### src/rtl/lock_disp_pkg.sv
// Shared types and constants for the lock status display.
// Character codes, active-low gfedcba patterns and display states.
package lock_disp_pkg;

   typedef enum logic [4:0] {
      C_BLANK, C_O, C_P, C_E, C_N, C_D, C_I, C_T, C_R, C_Y, C_S,
      C_EQ, C_DASH, C_0, C_1, C_2, C_3, C_4, C_5, C_6, C_7, C_8, C_9
   } char_t;

   typedef enum logic [1:0] {
      S_TRIES, S_OPEN, S_DENY_BLINK, S_DENY_HOLD
   } state_t;

   localparam logic [6:0] SEG_O     = 7'h40;
   localparam logic [6:0] SEG_P     = 7'h0C;
   localparam logic [6:0] SEG_E     = 7'h06;
   localparam logic [6:0] SEG_N     = 7'h48;
   localparam logic [6:0] SEG_D     = 7'h21;
   localparam logic [6:0] SEG_I     = 7'h79;
   localparam logic [6:0] SEG_T     = 7'h07;
   localparam logic [6:0] SEG_R     = 7'h2F;
   localparam logic [6:0] SEG_Y     = 7'h11;
   localparam logic [6:0] SEG_S     = 7'h12;
   localparam logic [6:0] SEG_EQ    = 7'h37;
   localparam logic [6:0] SEG_DASH  = 7'h3F;
   localparam logic [6:0] SEG_BLANK = 7'h7F;

   localparam logic [6:0] SEG_DIGIT [10] = '{
      7'h40, 7'h79, 7'h24, 7'h30, 7'h19,
      7'h12, 7'h02, 7'h78, 7'h00, 7'h10
   };

endpackage

### src/rtl/seg_char_rom.sv
// Character-to-segment lookup for one digit.
// Output is active-low, bit order gfedcba.
module seg_char_rom
   import lock_disp_pkg::*;
(
   input  char_t      i_chr,
   output logic [6:0] o_seg
);

   // translate one character code into its pattern
   always_comb begin
      o_seg = SEG_BLANK;
      unique case (i_chr)
         C_O:     o_seg = SEG_O;
         C_P:     o_seg = SEG_P;
         C_E:     o_seg = SEG_E;
         C_N:     o_seg = SEG_N;
         C_D:     o_seg = SEG_D;
         C_I:     o_seg = SEG_I;
         C_T:     o_seg = SEG_T;
         C_R:     o_seg = SEG_R;
         C_Y:     o_seg = SEG_Y;
         C_S:     o_seg = SEG_S;
         C_EQ:    o_seg = SEG_EQ;
         C_DASH:  o_seg = SEG_DASH;
         C_0:     o_seg = SEG_DIGIT[0];
         C_1:     o_seg = SEG_DIGIT[1];
         C_2:     o_seg = SEG_DIGIT[2];
         C_3:     o_seg = SEG_DIGIT[3];
         C_4:     o_seg = SEG_DIGIT[4];
         C_5:     o_seg = SEG_DIGIT[5];
         C_6:     o_seg = SEG_DIGIT[6];
         C_7:     o_seg = SEG_DIGIT[7];
         C_8:     o_seg = SEG_DIGIT[8];
         C_9:     o_seg = SEG_DIGIT[9];
         default: o_seg = SEG_BLANK;
      endcase
   end

endmodule

### src/rtl/lock_msg_display.sv
// Registered lock status display: OPEN / DENIED / TRYS=n.
// Blinks DENIED on failure and scrolls messages wider than the display.
module lock_msg_display
   import lock_disp_pkg::*;
#(
   parameter int NUM_DIGITS  = 6,
   parameter int AW          = 2,
   parameter int SCROLL_DIV  = 25000000,
   parameter int BLINK_DIV   = 12500000,
   parameter int FAIL_BLINKS = 3
) (
   input  logic                    clk,
   input  logic                    rst_n,
   input  logic                    done,
   input  logic                    fail,
   input  logic [AW-1:0]           attempt,
   output logic [NUM_DIGITS*7-1:0] seg,
   output logic                    busy
);

   localparam int SW = (SCROLL_DIV > 1) ? $clog2(SCROLL_DIV) : 1;
   localparam int BW = (BLINK_DIV > 1) ? $clog2(BLINK_DIV) : 1;
   localparam int HN = 2 * FAIL_BLINKS;
   localparam int HW = (HN > 1) ? $clog2(HN) : 1;

   state_t                  r_state, w_nstate;
   logic [AW-1:0]           r_att;
   logic [2:0]              r_off, w_off_n;
   logic [SW-1:0]           r_sc, w_sc_n;
   logic [BW-1:0]           r_bc, w_bc_n;
   logic [HW-1:0]           r_hc, w_hc_n;
   logic                    r_on, w_on_n;
   logic [NUM_DIGITS*7-1:0] r_seg, w_seg_n;
   logic                    r_busy, w_busy_n;

   char_t      w_msg [8];
   logic [2:0] w_len;
   char_t      w_attc;
   logic [4:0] w_code;
   logic       w_scroll, w_dark, w_chg, w_blink_end;

   assign w_code   = 5'(C_0) + 5'(r_att);
   assign w_attc   = (32'(r_att) > 32'd9) ? C_DASH : char_t'(w_code);
   assign w_scroll = ({29'd0, w_len} > 32'(NUM_DIGITS));
   assign w_dark   = (r_state == S_DENY_BLINK) && !r_on;
   assign w_busy_n = (r_state == S_DENY_BLINK) || w_scroll;
   assign w_blink_end = (r_bc == BW'(BLINK_DIV - 1)) &&
                        (r_hc == HW'(HN - 1));

   // build the character string for the current state
   always_comb begin
      w_msg = '{default: C_BLANK};
      w_len = 3'd6;
      unique case (r_state)
         S_OPEN: begin
            w_msg[0] = C_O; w_msg[1] = C_P;
            w_msg[2] = C_E; w_msg[3] = C_N;
            w_len    = 3'd4;
         end
         S_DENY_BLINK, S_DENY_HOLD: begin
            w_msg[0] = C_D; w_msg[1] = C_E; w_msg[2] = C_N;
            w_msg[3] = C_I; w_msg[4] = C_E; w_msg[5] = C_D;
         end
         default: begin
            w_msg[0] = C_T; w_msg[1] = C_R; w_msg[2] = C_Y;
            w_msg[3] = C_S; w_msg[4] = C_EQ; w_msg[5] = w_attc;
         end
      endcase
   end

   // next state: done dominates, fail only arms from idle states
   always_comb begin
      w_nstate = S_TRIES;
      if (done) begin
         w_nstate = S_OPEN;
      end else if (fail) begin
         unique case (r_state)
            S_TRIES, S_OPEN: w_nstate = S_DENY_BLINK;
            S_DENY_BLINK:    w_nstate = w_blink_end ? S_DENY_HOLD
                                                    : S_DENY_BLINK;
            default:         w_nstate = S_DENY_HOLD;
         endcase
      end
      w_chg = (w_nstate != r_state) ||
              ((r_state == S_TRIES) && (w_nstate == S_TRIES) &&
               (attempt != r_att));
   end

   // scroll and blink dividers restart whenever the message changes
   always_comb begin
      w_off_n = r_off;
      w_sc_n  = r_sc;
      w_bc_n  = r_bc;
      w_hc_n  = r_hc;
      w_on_n  = r_on;
      if (w_chg) begin
         w_off_n = '0;
         w_sc_n  = '0;
         w_bc_n  = '0;
         w_hc_n  = '0;
         w_on_n  = 1'b1;
      end else begin
         if (w_scroll) begin
            if (r_sc == SW'(SCROLL_DIV - 1)) begin
               w_sc_n  = '0;
               w_off_n = (r_off == w_len) ? 3'd0 : r_off + 3'd1;
            end else begin
               w_sc_n = r_sc + 1'b1;
            end
         end
         if (r_state == S_DENY_BLINK) begin
            if (r_bc == BW'(BLINK_DIV - 1)) begin
               w_bc_n = '0;
               w_hc_n = r_hc + 1'b1;
               w_on_n = ~r_on;
            end else begin
               w_bc_n = r_bc + 1'b1;
            end
         end
      end
   end

   for (genvar gi = 0; gi < NUM_DIGITS; gi++) begin : g_dig
      localparam int J = NUM_DIGITS - 1 - gi;
      logic [3:0] w_pos;
      char_t      w_chr;
      logic [6:0] w_pat;

      // pick the character landing on this digit
      always_comb begin
         w_pos = '0;
         w_chr = C_BLANK;
         if (w_scroll) begin
            w_pos = {1'b0, r_off} + 4'(J);
            if (w_pos > {1'b0, w_len})
               w_pos = w_pos - {1'b0, w_len} - 4'd1;
            if (w_pos < {1'b0, w_len})
               w_chr = w_msg[w_pos[2:0]];
         end else if (J < 6) begin
            if (3'(J) < w_len)
               w_chr = w_msg[3'(J)];
         end
      end

      seg_char_rom u_rom (
         .i_chr (w_chr),
         .o_seg (w_pat)
      );

      assign w_seg_n[7*gi +: 7] = w_dark ? SEG_BLANK : w_pat;
   end

   // state, dividers and output registers
   always_ff @(posedge clk) begin
      r_att <= attempt;
      if (!rst_n) begin
         r_state <= S_TRIES;
         r_off   <= '0;
         r_sc    <= '0;
         r_bc    <= '0;
         r_hc    <= '0;
         r_on    <= 1'b1;
         r_seg   <= '1;
         r_busy  <= 1'b0;
      end else begin
         r_state <= w_nstate;
         r_off   <= w_off_n;
         r_sc    <= w_sc_n;
         r_bc    <= w_bc_n;
         r_hc    <= w_hc_n;
         r_on    <= w_on_n;
         r_seg   <= w_seg_n;
         r_busy  <= w_busy_n;
      end
   end

   assign seg  = r_seg;
   assign busy = r_busy;

endmodule
### config.mk
export PLATFORM = sky130hd
export DESIGN_NAME = lock_msg_display
export DESIGN_NICKNAME = d
export VERILOG_FILES = /design/src/rtl/lock_disp_pkg.sv /design/src/rtl/seg_char_rom.sv /design/src/rtl/lock_msg_display.sv
export SDC_FILE = /design/constraint.sdc
export NUM_CORES = 1
export LEC_CHECK = 0
export CAP_MARGIN = 40
export CORE_ASPECT_RATIO = 0.75
export CORE_MARGIN = 1
export CORE_UTILIZATION = 46
export CTS_BUF_LIST = sky130_fd_sc_hd__clkbuf_16
export DETAILED_ROUTE_END_ITERATION = 8
export GPL_TIMING_DRIVEN = 1
export PLACE_DENSITY = 0.76
export SLEW_MARGIN = 25
export SYNTH_ARGS = -nofsm -noshare
export SYNTH_HDL_FRONTEND = slang
export SYNTH_SLANG_ARGS = --single-unit
### constraint.sdc
create_clock -name clk -period 2.2 [get_ports clk]
set_clock_uncertainty 0.05 [all_clocks]
set_input_delay 0.44 -clock clk [delete_from_list [all_inputs] [get_ports clk]]
set_output_delay 0.44 -clock clk [all_outputs]
set_load 0.005 [all_outputs]
* After elaboration in Yosys (flattened, before gate mapping)
Memories as Yosys holds them, arrays and structs flattened. A register that Yosys moved wholly into a read port is not among the register bits.
Index checks and enable logic that the tools add are counted.
W data, S select, Z words.
** Cells by class
- Add/subtract/negate cells :: 22
- Multiply operators :: 0
- Div/mod/pow operators :: 0
- $lt $le $gt $ge :: 25
- Eq/ne operators :: 9
- Shifts and indexed selects :: 0
- Muxes and demuxes :: 58
- Bitwise operators :: 8
- Reduce and logical (&&, ||, !) cells :: 15
** Operators with widths (count)
- $mux W5 :: 30
- $bmux W5 S3 :: 6
- $mux W4 :: 12
- $pmux W18 S2 :: 1
- $add A25 B1 Y25 const B :: 1
- $eq A25 B25 Y1 const B :: 1
- $mux W25 :: 1
- $add A24 B1 Y24 const B :: 1
- $eq A24 B24 Y1 const B :: 1
- $ge A4 B4 Y1 const B :: 6
- $lt A4 B3 Y1 :: 6
- $mux W24 :: 1
- $not A3 Y4 :: 6
- $sub A4 B1 Y4 const B :: 6
- $gt A4 B3 Y1 :: 5
- $sub A4 B3 Y4 :: 5
- $pmux W9 S2 :: 1
- $add A3 B2 Y4 const B :: 2
- $add A3 B3 Y4 const B :: 2
- $reduce_or A2 Y1 :: 4
- $add A3 B1 Y3 const B :: 2
- $lt A1 B3 Y1 const A :: 2
- $lt A2 B3 Y1 const A :: 2
- $lt A3 B3 Y1 const A :: 2
- 20 further kinds :: 31
** Storage, ports and cells
- Register bits after elaboration :: 61
- Latch bits :: 0
- RAM bits :: 0
- ROM bits :: 1344
- Input port bits :: 6
- Output and inout port bits :: 43
- Memories :: 6
** Memory list
- (no name shown) :: words 32, width 7, read ports 1, clocked after Yosys merged registers in 1, wr ports 0, RTL line seg_char_rom.sv:13 : unique case (i_chr)
- (no name shown) :: words 32, width 7, read ports 1, clocked after Yosys merged registers in 1, wr ports 0, RTL line seg_char_rom.sv:13
- (no name shown) :: words 32, width 7, read ports 1, clocked after Yosys merged registers in 1, wr ports 0, RTL line seg_char_rom.sv:13
- (no name shown) :: words 32, width 7, read ports 1, clocked after Yosys merged registers in 1, wr ports 0, RTL line seg_char_rom.sv:13
- (no name shown) :: words 32, width 7, read ports 1, clocked after Yosys merged registers in 1, wr ports 0, RTL line seg_char_rom.sv:13
- (no name shown) :: words 32, width 7, read ports 1, clocked after Yosys merged registers in 1, wr ports 0, RTL line seg_char_rom.sv:13

* Depth between registers and ports, before layout
Gate-level depths: netlist of the first run.
- Word-level depth :: 12
- Mapped depth :: 7
- Gate-level depth less buffers :: 5

* By module
Synthesis of the first run repeated with hierarchy kept, for this count alone.
** Unflattened totals
- Cells, all modules :: 637
- Area total of the unflattened synthesis :: 5541.6 sq um
** Modules (own cells, without submodules)
- lock_msg_display :: times used 1, cells each 295, area each 2909.0 sq um, seq. area each 1501.4 sq um
- seg_char_rom (g_dig[2].u_rom ...) :: times used 4, cells each 56, area each 426.7 sq um, seq. area each 0.0 sq um
- seg_char_rom (g_dig[0].u_rom) :: times used 1, cells each 65, area each 486.7 sq um, seq. area each 0.0 sq um
- seg_char_rom (g_dig[1].u_rom) :: times used 1, cells each 53, area each 439.2 sq um, seq. area each 0.0 sq um

* Worst setup path after synthesis of the first run
No wires, ideal clock.
- Path type :: reg2reg
- Start :: reg r_bc[7]
- End :: reg r_bc[11]
- Setup time :: 0.150 ns
- Data arrival time :: 1.962 ns
- Data required time :: 2.000 ns
- Setup slack :: 0.038 ns
- Cell stages (with the launch flop) :: 7
- Cell sequence :: dfxtp_1 > or4_4 > or4_4 > buf_6 > nor3_4 > buf_4 > a211oi_1
** On the way
- Word-level cells in the longest chain between the ends :: 11
** Ends and longest elaborated chain
- start, declared :: RTL line lock_msg_display.sv:30 : logic [BW-1:0] r_bc, w_bc_n;
- start signal, assigned :: RTL line lock_msg_display.sv:169 : r_bc <= w_bc_n;
- $eq A24 B24 Y1 :: RTL line lock_msg_display.sv:47, lock_msg_display.sv:112
- $logic_and A1 B1 Y1 :: RTL line lock_msg_display.sv:47 : assign w_blink_end = (r_bc == BW'(BLINK_DIV - 1)) &&
- $mux W1 :: RTL line lock_msg_display.sv:79 : S_DENY_BLINK: w_nstate = w_blink_end ? S_DENY_HOLD
- $pmux W1 S2 :: RTL line lock_msg_display.sv:77 : unique case (r_state)
- $mux W2 :: RTL line lock_msg_display.sv:76 : end else if (fail) begin
- $mux W2 :: RTL line lock_msg_display.sv:74 : if (done) begin
- $logic_not A2 Y1 :: RTL line lock_msg_display.sv:85 : ((r_state == S_TRIES) && (w_nstate == S_TRIES) &&
- $logic_and A1 B1 Y1 (2 in a row) :: RTL line lock_msg_display.sv:85
- $logic_or A1 B1 Y1 :: RTL line lock_msg_display.sv:84 : w_chg = (w_nstate != r_state) ||
- $reduce_or A2 Y1 (no line)
Several ways; a longest one is shown, not always the timed one.
A chain may end at the register's enable or synchronous reset.

* Worst setup path after layout of the first run
- Start :: reg r_bc[1]
- End :: reg r_bc[16]
Same word-level chain as after synthesis.

==> flow_summary.yaml, run 1 <==
die:
  fp.dieW_um: 83.9
  rows: 21
  ios: 49
  initial_utilization: 0.497
  core-area_um2: 4650
  die_h_um: 63.4
  die_area_um2: 5320
worst_setup_path:
  cp.required_ps: 2340
  arrival_ps: 2250
  slowest_stage: "and4b_1"
  cp_slowest_stage_delay_ps: 430
  crit_chain: "ha_1 -> and4b_1 -> nand4_1 -> or3_1 -> a211oi_1"
  end_kind: "register"
  crit_fanout: 7
  crit_path_start_kind: "register"
  path_class: "reg -> reg"
pwr:
  p_comb_frac: 0.076
  peakVddDrop_uv: 436
  power_switching_mw: 0.389
  switching_share: 0.217
  power.density_nw_per_um2: 630
  total_power_mw: 1.79
  seqPwrFrac: 0.513
  leakagePower_nw: 1.06
  clkPwrFrac: 0.411
  intPower_mw: 1.40
final_layout:
  syn_to_final_growth_pct: 23.0
  nFillCells: 394
  final_nets: 301
  fin_util: 0.612
  design_area_um2: 2850
  stdcell_count: 350
  drive_above_1_share: 0.113
  n_antenna_cell: 0
route:
  viasPerCell: 5.64
  drc: 4
  firstDrtPassIters: 6
  vias: 1973
  drtIter0Drc: 158
  wl_um: 5130
  final_antenna_net_count: 0
  wl_per_cell_um: 14.7
logic_synthesis:
  synth.lib_cells_used.distinct: 40
  yosysTopAreaCell: "dfxtp_1"
  synth_mux_area_frac: 0
  synth_compound_area_frac: 0.134
  syn-instance-count: 255
  yosys.area_share.simple: 0.267
  synth_top_family_by_area: "simple AND/OR/NAND/NOR gates"
  synth-seq-cells: 49
  synth_area_um2: 2310
  ys_seq_area_frac: 0.424
  ys_warn_count: 0
  synth_xor_area_frac: 0.0379
  netlist.area_leader.share: 0.424
  synthAdderAreaFrac: 0.0162
  avgSynthCellArea_um2: 9.07
  synth.top_cells.by_area: "dfxtp_1, buf_4, a211oi_1, xor2_1, and4_1"
sta:
  fin_tns_setup_ps: 0
  setup_viol: 0
  finalCriticalPeriod_ps: 2110
  min_period_over_period: 0.957
  max_freq_mhz: 475
  final_max_slew_viol_count: 0
  hold_viol_final: 0
clock_network:
  root_buffer: "clkbuf_16"
  hold_buffers: 0
  cts_made_buffers: 5
  cts_tree: "done"
  clock_sinks: 49
  cts_htree_levels: 2
  clk_latency_ps: 290
  path_clk_slew_ps: 60
  cts_buffer_depth: 2
status:
  violations: "design-rule violations"
  status: "finished with violations"
grt:
  grt_pass1_wl_um: 8450
  grt.overflow.total: 0
  grt_pass1_vias: 1792
  grt_usage: 0.201
  grt_max_degree: 29
  antenna_found_initial: 0
placed_design:
  io_buffers: 34
  routabilityCongestion: 0.822
  placed_area_um2: 2700
  dp.cells: 342
  dp_hpwl_um: 3630
flow_run:
  cap_violations: 0
hold_path:
  holdCritPathClass: "reg -> reg"
## cell usage after synthesis (all sizes together)
library cell and number:
a21o 1, nand2b 9, a21oi 6, or4 10, o21bai 1, o31ai 8
inv 9, nor2b 1, or2 2, nand4bb 1, and2 2, clkbuf 8
o22ai 1, or3 8, buf 28, and4 7, o211ai 1, and4b 2
nor4 2, xnor2 1, nand3 8, nand2 16, nor2 9, nand4b 2
o21ai 10, xor2 9, o31a 2, a311oi 1, and3 3, a221oi 1
a211oi 14, nor3 11, conb 1, dfxtp 49, ha 3, nand4 8
## cell type report
type / instances / area (um^2) / share of cell area
sequential: 49 / 981 / 0.345
inverter: 9 / 33.8 / 0.0119
timing repair buffer: 52 / 500 / 0.176
clock inverter: 3 / 17.5 / 0.00615
clock buffer: 5 / 125 / 0.0440
multi-input combinational: 175 / 1120 / 0.393
tap: 57 / 71.3 / 0.0251
## per-stage QoR
| stage | hold WS [ps] | setup slack [ps] |
|---|---|---|
| floorplan | 395 | 38.2 |
| global placement | 411 | 13.8 |
| detailed placement | 430 | -22.7 |
| CTS | 439 | 45.1 |
| global route | 456 | -0.278 |
| finish | 438 | 94.4 |
## registers in the layout (all words and copies together), names as in the netlist
register  cells
r_state       2
r_on          1
seg          16
r_bc         24
busy          1
r_att         2
r_hc          3
## final timing paths
kind	startpoint	end	slack (ps)	cells past startpoint
setup / recovery	r_bc[1]	r_bc[16]	90	5
hold / removal	r_bc[23]	r_bc[23]	440	2
setup reg to reg	r_bc[1]	r_bc[16]	90	5
hold reg to reg	r_bc[23]	r_bc[23]	440	2
## logic make-up (layout without fill, tap and decap cells)
| group | after synthesis | in the layout |
|---|---|---|
| XOR/XNOR | 10 | 10 |
| AO/OA/AOI/OAI | 46 | 46 |
| AND/OR/NAND/NOR | 101 | 101 |
| flip-flops | 49 | 49 |
| buffers and inverters | 45 | 69 |
| adder cells (fa/ha/maj) | 3 | 3 |
| other | 1 | 15 |
## repair_timing
item,4_1_cts,5_1_grt
setup buffers,0,0
endpoints found under the setup margin,0,1
endpoints found under the hold margin,0,0
resized for setup,0,1
## worst max-delay path: cells and delay by family, from the launching register on
kind | cells | cell delay, ps
and+or+nand+nor | 3 | 1090
DFF | 1 | 360
AOI/OAI and AO/OA | 1 | 260
adders and majority gates | 1 | 250
## layout by cell type, fill, tap and decap left out, types with 2 or more instances in the layout
master,n
nor3_1,9
dfxtp_1,49
o31ai_1,8
o21ai_0,10
nand4b_1,2
conb_1,15
and4b_1,2
clkbuf_16,5
and3_1,3
inv_1,9
a211oi_1,14
nand2_1,16
nor4_1,2
and2_1,2
nand3_1,8
or3_1,8
nor2_1,9
and4_1,7
or4_1,7
or2_2,2
buf_12,2
o31a_1,2
buf_4,16
ha_1,3
xor2_1,9
nand4_1,8
or4_4,3
a21oi_1,6
nand2b_1,9
clkdlybuf4s50_1,34
## per-layer routing
| layer | up-vias | global-route usage | wire length [um] |
|---|---|---|---|
| met2 | 71 | 0.315 | 2330 |
| met1 | 926 | 0.277 | 2450 |
| li1 | 966 | - | - |
| met4 | 0 | 0.0711 | 70 |
| met3 | 10 | 0.0367 | 282 |
| met5 | - | 0 | 0 |
## power groups by stage
| stage | logic (mW) | registers, mW | clock network [mW] |
|---|---|---|---|
| after floorplan | 0.0778 | 0.940 | 0 |
| after detailed placement | 0.136 | 0.939 | 0 |
| after CTS | 0.137 | 0.919 | 0.748 |
| after global routing | 0.148 | 0.921 | 0.790 |
| after global placement | 0.134 | 0.938 | 0 |
| final | 0.137 | 0.918 | 0.737 |
No activity file was read; power rests on OpenSTA's default activity.
==> run 2, diff against run 1 <==
Settings changed: CTS_CLUSTER_SIZE from default to 12, PLACE_DENSITY 0.76 to 0.84, SETUP_SLACK_MARGIN from default to 0.5.
==> flow_summary.yaml, run 2 (same netlist as run 1, synthesis figures left out) <==
sta:
  max_freq_mhz: 472
  rsz0062_at_grt: "yes"
  hold_viol_final: 0
  hold_ws_ps: 444
  finalCriticalPeriod_ps: 2120
  min_period_over_period: 0.963
  final_max_slew_viol_count: 0
  setup_viol: 0
  fin_tns_setup_ps: 0
final_layout:
  fin_util: 0.644
  syn_to_final_growth_pct: 29.4
  drive_above_1_share: 0.176
  n_antenna_cell: 0
  layout_commonest_cell: "dfxtp_1"
  stdcell_count: 353
  layout_common_cells: "dfxtp_1, clkdlybuf4s50_1, nand2_1, buf_4, conb_1"
  largest_register: "r_bc"
  largest_reg_flops: 24
  final_nets: 304
flow_run:
  cap_violations: 0
route:
  drtIter0Drc: 190
  viasPerCell: 5.70
  drc: 6
  final_antenna_net_count: 0
  wl_um: 5300
  vias: 2012
  wl_per_cell_um: 15.0
  firstDrtPassIters: 6
status:
  status: "finished with violations"
  violations: "design-rule violations"
grt:
  grt_pass1_vias: 1799
  grt.overflow.total: 0
  antenna_found_initial: 0
  grt_max_degree: 28
  grt_usage: 0.209
  grt_pass1_wl_um: 8690
clock_network:
  cts_made_buffers: 5
  clock_sinks: 49
  clk_latency_ps: 290
  cts_htree_levels: 2
  cts_tree: "done"
  cts_buffer_depth: 2
  path_clk_slew_ps: 60
  root_buffer: "clkbuf_16"
pwr:
  leakagePower_nw: 1.13
  power.density_nw_per_um2: 636
  total_power_mw: 1.91
  peakVddDrop_uv: 408
worst_setup_path:
  crit_path_frequent_cell: "or4_4"
  path_class: "reg -> reg"
  slowest_stage: "or4_4"
  cp.required_ps: 2340
  crit_chain: "or4_4 -> or4_4 -> o31a_1 -> a311oi_1"
  arrival_ps: 2260
  crit_path_start_kind: "register"
  crit_fanout: 8
  cp_slowest_stage_delay_ps: 610
  end_kind: "register"
placed_design:
  routabilityCongestion: 0.840
  io_buffers: 34
  dp_hpwl_um: 3650
  dp.cells: 337
die:
  core-area_um2: 4650
  ios: 49
  initial_utilization: 0.497
  die_h_um: 63.4
  rows: 21
  die_area_um2: 5320
  fp.dieW_um: 83.9
hold_path:
  holdCritPathClass: "reg -> reg"
==> run 2: cell types whose count changed in the layout (fill, tap and decap cells not counted), sizes merged <==
cell	previous run	this run
inv	9	10
dlymetal6s2s	0	3
dlygate4sd2	0	2
buf	18	21
clkdlybuf4s50	34	29
bufinv	0	1
clkinv	3	1
==> run 2: worst paths after layout <==
check | from | end | slack [ps] | depth (start not counted)
hold reg to reg | r_bc[23] | r_bc[23] | 440 | 2
setup / recovery | r_bc[7] | r_hc[2] | 80 | 4
hold / removal | r_bc[23] | r_bc[23] | 440 | 2
setup reg to reg | r_bc[7] | r_hc[2] | 80 | 4
==> run 2: routing by layer <==
metal	vias up	part of all wire	GRT usage	routed length, um
met5	-	0	0	0
met4	0	0.014	0.0776	74
met3	8	0.052	0.0393	275
met2	74	0.46	0.332	2460
met1	956	0.47	0.284	2490
li1	974	-	-	-
==> run 2: through the flow <==
stage               setup slack [ps]  area, um^2
floorplan                        115        2390
global placement                 114        2680
detailed placement             -59.5        2680
CTS                              110        2960
global route                    54.4        2990
finish                          81.3        2990
==> run 2: final cells by class <==
cell class	instances	area [um^2]
well taps	57	71.3
flip-flops and latches	49	991
inverters	9	33.8
clock buffers	5	125
clock inverters	3	37.5
multi-input cells	175	1200
repair buffers	55	539
fillers	351	1660
==> run 2: repair_timing <==
item | CTS | global route
endpoints found under the setup margin | 36 | 33
setup buffers | 6 | 2
hold buffers | 0 | 0
gates resized for setup | 19 | 7
hold endpoints to repair | 0 | 0
pin swaps | 13 | 4
gates cloned | 0 | 0
==> run 2: worst max-delay path, delay by kind of cell, from the launching register on <==
kind	cells	cell delay [ps]
and+or+nand+nor	2	1140
AOI/OAI and AO/OA	2	480
DFF	1	350
==> run 2: power by group <==
group / total [mW] / internal [mW] / switching, mW
registers: 0.917 / 0.907 / 0.0103
logic: 0.142 / 0.0785 / 0.0634
clock network: 0.847 / 0.528 / 0.318
total: 1.91 / 1.51 / 0.392
==> variant 1, RTL diff (flow settings as in run 2) <==
Put one more register stage on the output `seg`, without a reset. The value now appears one clock later. The other outputs are not delayed to match.
--- a/src/rtl/lock_msg_display.sv
+++ b/src/rtl/lock_msg_display.sv
@@ -176,3 +176,5 @@
 
-   assign seg  = r_seg;
+   always_ff @(posedge clk) begin
+      seg <= r_seg;
+   end
    assign busy = r_busy;
Function: changed (a bounded check fails within 4 cycles, from zero or initial values and one cycle with rst_n low).
==> variant 1 against run 2 <==
Sequential share of layout area grew 3.9 points; wire length grew 13%; global-route usage decreased by 0.76 points; power is 43% higher; critical path type unchanged; via count rose by 0.94%; final cell count is 10% higher; sequential cell count grew 14; setup slack gained 0.12 ns; critical path depth up 4; non-clock buffer count increased by 2; cell area increased by 16%; area after synthesis up 8.6%.
==> variant 1: results (changes against run 2) <==
- The run finished with clean final reports.
- The final cell count without fillers came to 390 (+10%).
- The number of nets in the layout is 322 (+5.9%).
- The global routing usage on met2 is 0.319 (-0.0126).
- The top fanout value on the critical path came to 7 (-1).
- The path depth of the worst reg2reg path is 8 (+4).
- The worst endpoint data arrival time is 2.17 ns (-0.09 ns).
- The sequential-to-total area share from yosys stat is 0.502 (+0.0780).
- The clock network latency to the later pin of the worst-skew pair is 0.33 ns (+0.04 ns).
- The cell area reported after detailed placement came to 2840 µm² (+6.3%).
- The wire length per cell is 15.4 µm (+2.6%).
- The wire length of the first global-routing pass is 8.42 mm (-3.1%).
- The detailed router's first-iteration violation count is 104 (-45%).
- The fraction of power consumed by combinational cells came to 0.058 (-0.016).
- In the post-synthesis netlist, the biggest area contributors are dfxtp_1 (50%), buf_4 (8.1%), xor2_1 (4.5%), nor2_1 (3.4%), nand2_1 (3.3%).
- The overall fraction of global-route tracks in use is 0.202 (-0.00756).
- The share of synthesized cell area in full adder, half adder and majority cells is 0.0149 (-0.00128).
- The xor-xnor portion of the synthesized cell area is 0.0767 (+0.0388).
- The routing usage on met1 is 0.236 (-0.0471).
- The length of the first detailed-routing pass in iterations is 4 (-2).
- In this run the critical register-to-register path is captured at r_bc[15].
- The delay contributed by the slowest stage of the critical path is 0.55 ns (-0.06 ns).
- The worst register-to-register path begins at r_bc[16].
- The routability-driven placement congestion ratio is 0.863 (+2.7%).
- In the synthesized netlist, the cells that appear most often are dfxtp_1 (63), buf_4 (27), nor2_1 (23), nand2_1 (22), nand3_1 (16).
- The power per cell area was 786 nW/µm² (+24%).
variant 1: cell count changes after synthesis, sizes merged, moves of 4 or more:
cell,before,now
o21ai,10,4
a211oi,14,0
or3,8,4
xnor2,1,9
nand2,16,22
o31ai,8,1
dfxtp,49,63
clkbuf,8,4
nor2,9,23
or4,10,2
xor2,9,13
and4,7,3
nand3,8,17
variant 1: cell type report:
cell class	count	area share
repair buffers	57	0.163
inverters	7	0.00757
well taps	72	0.0260
clock buffers	9	0.0649
multi-input cells	175	0.348
clock inverters	7	0.0213
flip-flops and latches	63	0.370
variant 1: worst reg2reg max path: stages, from the launching register on:
cell	delay [ns]
dfxtp_4	0.35
or4_4	0.55
nor4_4	0.15
buf_4	0.18
nand4_4	0.16
buf_4	0.19
buf_6	0.13
nand2_8	0.08
nor2_1	0.06
variant 1: timing repair:
item | in CTS | in global routing
endpoints found under the setup margin | 36 | 42
pin swaps | 14 | 8
resized for setup | 17 | 31
buffers inserted | 6 | 10
cloned | 0 | 1
==> variant 2, RTL diff (flow settings as in run 2) <==
Made on the original files. Change the parameter `SCROLL_DIV` from 25000000 to 50000000.
--- a/src/rtl/lock_msg_display.sv
+++ b/src/rtl/lock_msg_display.sv
@@ -7,3 +7,3 @@
    parameter int AW          = 2,
-   parameter int SCROLL_DIV  = 25000000,
+   parameter int SCROLL_DIV  = 50000000,
    parameter int BLINK_DIV   = 12500000,
Behaviour: no difference found for any inputs over 10 cycles, from zero or initial values and one cycle with rst_n low; that may be too few to reach the edited logic, so the function may still have changed.
==> variant 2 against run 2 <==
The flow still finishes with violations (DRC); sequential cell count decreased by 1; cell area increased by 16%; fmax grew 6.5%; setup slack better by 0.13 ns; count of clock-buffer cells in the layout is the same; area after synthesis rose by 0.87%; wire length grew 47%; power rose by 4.3%; largest power group is now clock.
==> variant 2: results (changes against run 2) <==
- The distinct cell type count of the synthesized netlist is 49 (+23%).
- The length of the first detailed-routing pass in iterations is 7 (+1).
- The leakage power of the design came to 1.27 nW (+13%).
- The post-placement setup slack is -0.0852 ns (-0.0257 ns).
- The switching part of the total power is 0.233 (+0.0269).
- The detailed router's first-iteration violation count is 351 (+85%).
- The average footprint of a synthesized cell is 9.08 µm² (about the same).
- The final reports fail on DRC.
- The worst endpoint data arrival time is 2.13 ns (-0.13 ns).
- The number of buffers created by CTS was 5 (unchanged).
- The wire length of the first global-routing pass came to 10.2 mm (+18%).
- The number of antenna violations at the first check in global routing is 0 (unchanged).
- By area the synthesized netlist is led by dfxtp_1 (41%), buf_4 (9.0%), a211oi_1 (3.2%), xor2_1 (3.0%), or4_1 (2.9%).
- The final wirelength is 7.80 mm (+47%).
- The overall fraction of global-route tracks in use came to 0.246 (+0.0366).
- The delay contributed by the slowest stage of the critical path is 0.61 ns (about the same).
- The routability-driven placement congestion ratio is 0.815 (-3.0%).
- The number of flip-flops under the largest register name is 24 (unchanged).
- The sequential-to-total area share from yosys stat is 0.412 (-0.0122).
- The final cell count without fillers is 375 (+6.2%).
- The half-perimeter wire length after placement is 3.49 mm (-4.3%).
- The run finished, with violations left.
- The number of nets in the layout is 323 (+6.3%).
- The peak ir drop on the vdd network came to 336 µV (-18%).
- The cell area after synthesis is 2330 µm² (+0.87%).
- The via count of the first global-routing pass is 2034 (+13%).
- The cell with the biggest individual delay on the critical path is or4b_4.
- The filler cell count is 292 (-17%).
- The detailed-route via count is 2344 (+17%).
- Clock-pin slew was measured on the worst setup and hold paths at about 0.07 ns.
- The layout cell share with drive strength beyond 1 is 0.403 (+0.227).
- Counting instances in the post-synthesis netlist gives the leading cell types as dfxtp_1 (48), buf_4 (28), nand2_1 (14), nor3_1 (13).
- The number of DRC violations after detailed routing is 10 (+4).
- The top fanout value on the critical path came to 6 (-2).
- The pin count of the biggest net entering global routing is 17 (-39%).
- The path type of the worst min-delay path is in -> reg.
## variant 2: cell families after synthesis
| logic type | after synthesis | share of synthesized area |
|---|---|---|
| flops | 48 | 0.412 |
| xor+xnor | 13 | 0.0488 |
| simple gates | 107 | 0.280 |
| compound gates | 41 | 0.120 |
| buf+inv | 44 | 0.121 |
| fa+ha+maj | 3 | 0.0161 |
| other cells | 1 | 0.00161 |
## variant 2: worst register-to-register path: stages, from the launching register on
cell and delay [ns]:
dfxtp_2 0.38, nor4_2 0.34, nand4_1 0.33, or4b_4 0.61
a21o_1 0.19
## variant 2: path summary, 6_finish.rpt
| kind | to | slack, ns | startpoint | cells after the start |
|---|---|---|---|---|
| max | r_on | 0.21 | r_bc[6] | 4 |
| min | r_att[0] | 0.38 | attempt[0] | 1 |
| max reg2reg | r_on | 0.21 | r_bc[6] | 4 |
| min reg2reg | r_hc[1] | 0.46 | r_hc[1] | 2 |
## variant 2: through the flow
step	area, µm²	hold slack [ns]	TNS [ns]	util
floorplan	2440	0.411	0	-
global placement	2670	0.429	0	0.547
detailed placement	2670	0.437	-0.437	0.547
CTS	3080	0.372	0	0.631
global route	3460	0.382	0	0.711
finish	3460	0.380	0	0.711
## variant 2: routing by layer
metal  GRT usage  part of all wire  vias up
met2       0.400              0.48      165
met5           0                 0        -
met4       0.108             0.048        0
li1            -                 -     1007
met3      0.0577             0.082       43
met1       0.312              0.39     1129
## variant 2: power by group through the flow
| stage | logic [mW] | clock network, mW | registers (mW) |
|---|---|---|---|
| global placement | 0.131 | 0 | 0.919 |
| global route | 0.202 | 0.950 | 0.895 |
| floorplan | 0.0797 | 0 | 0.920 |
| detailed placement | 0.134 | 0 | 0.920 |
| CTS | 0.175 | 0.889 | 0.898 |
| finish | 0.193 | 0.902 | 0.893 |
## variant 2: timing repair
action                                  CTS  global route
gates resized for setup                  36            68
buffers inserted                         12            15
endpoints found under the setup margin   36            36
pin swaps                                12            21
hold buffers                              0             0
gates cloned                              2             1
## variant 2: layout make-up
type                    count  area share
clock inverters             3      0.0134
flip-flops and latches     48       0.292
multi-input cells         179       0.425
inverters                   8     0.00867
repair buffers             72       0.204
clock buffers               5      0.0361
well taps                  60      0.0217
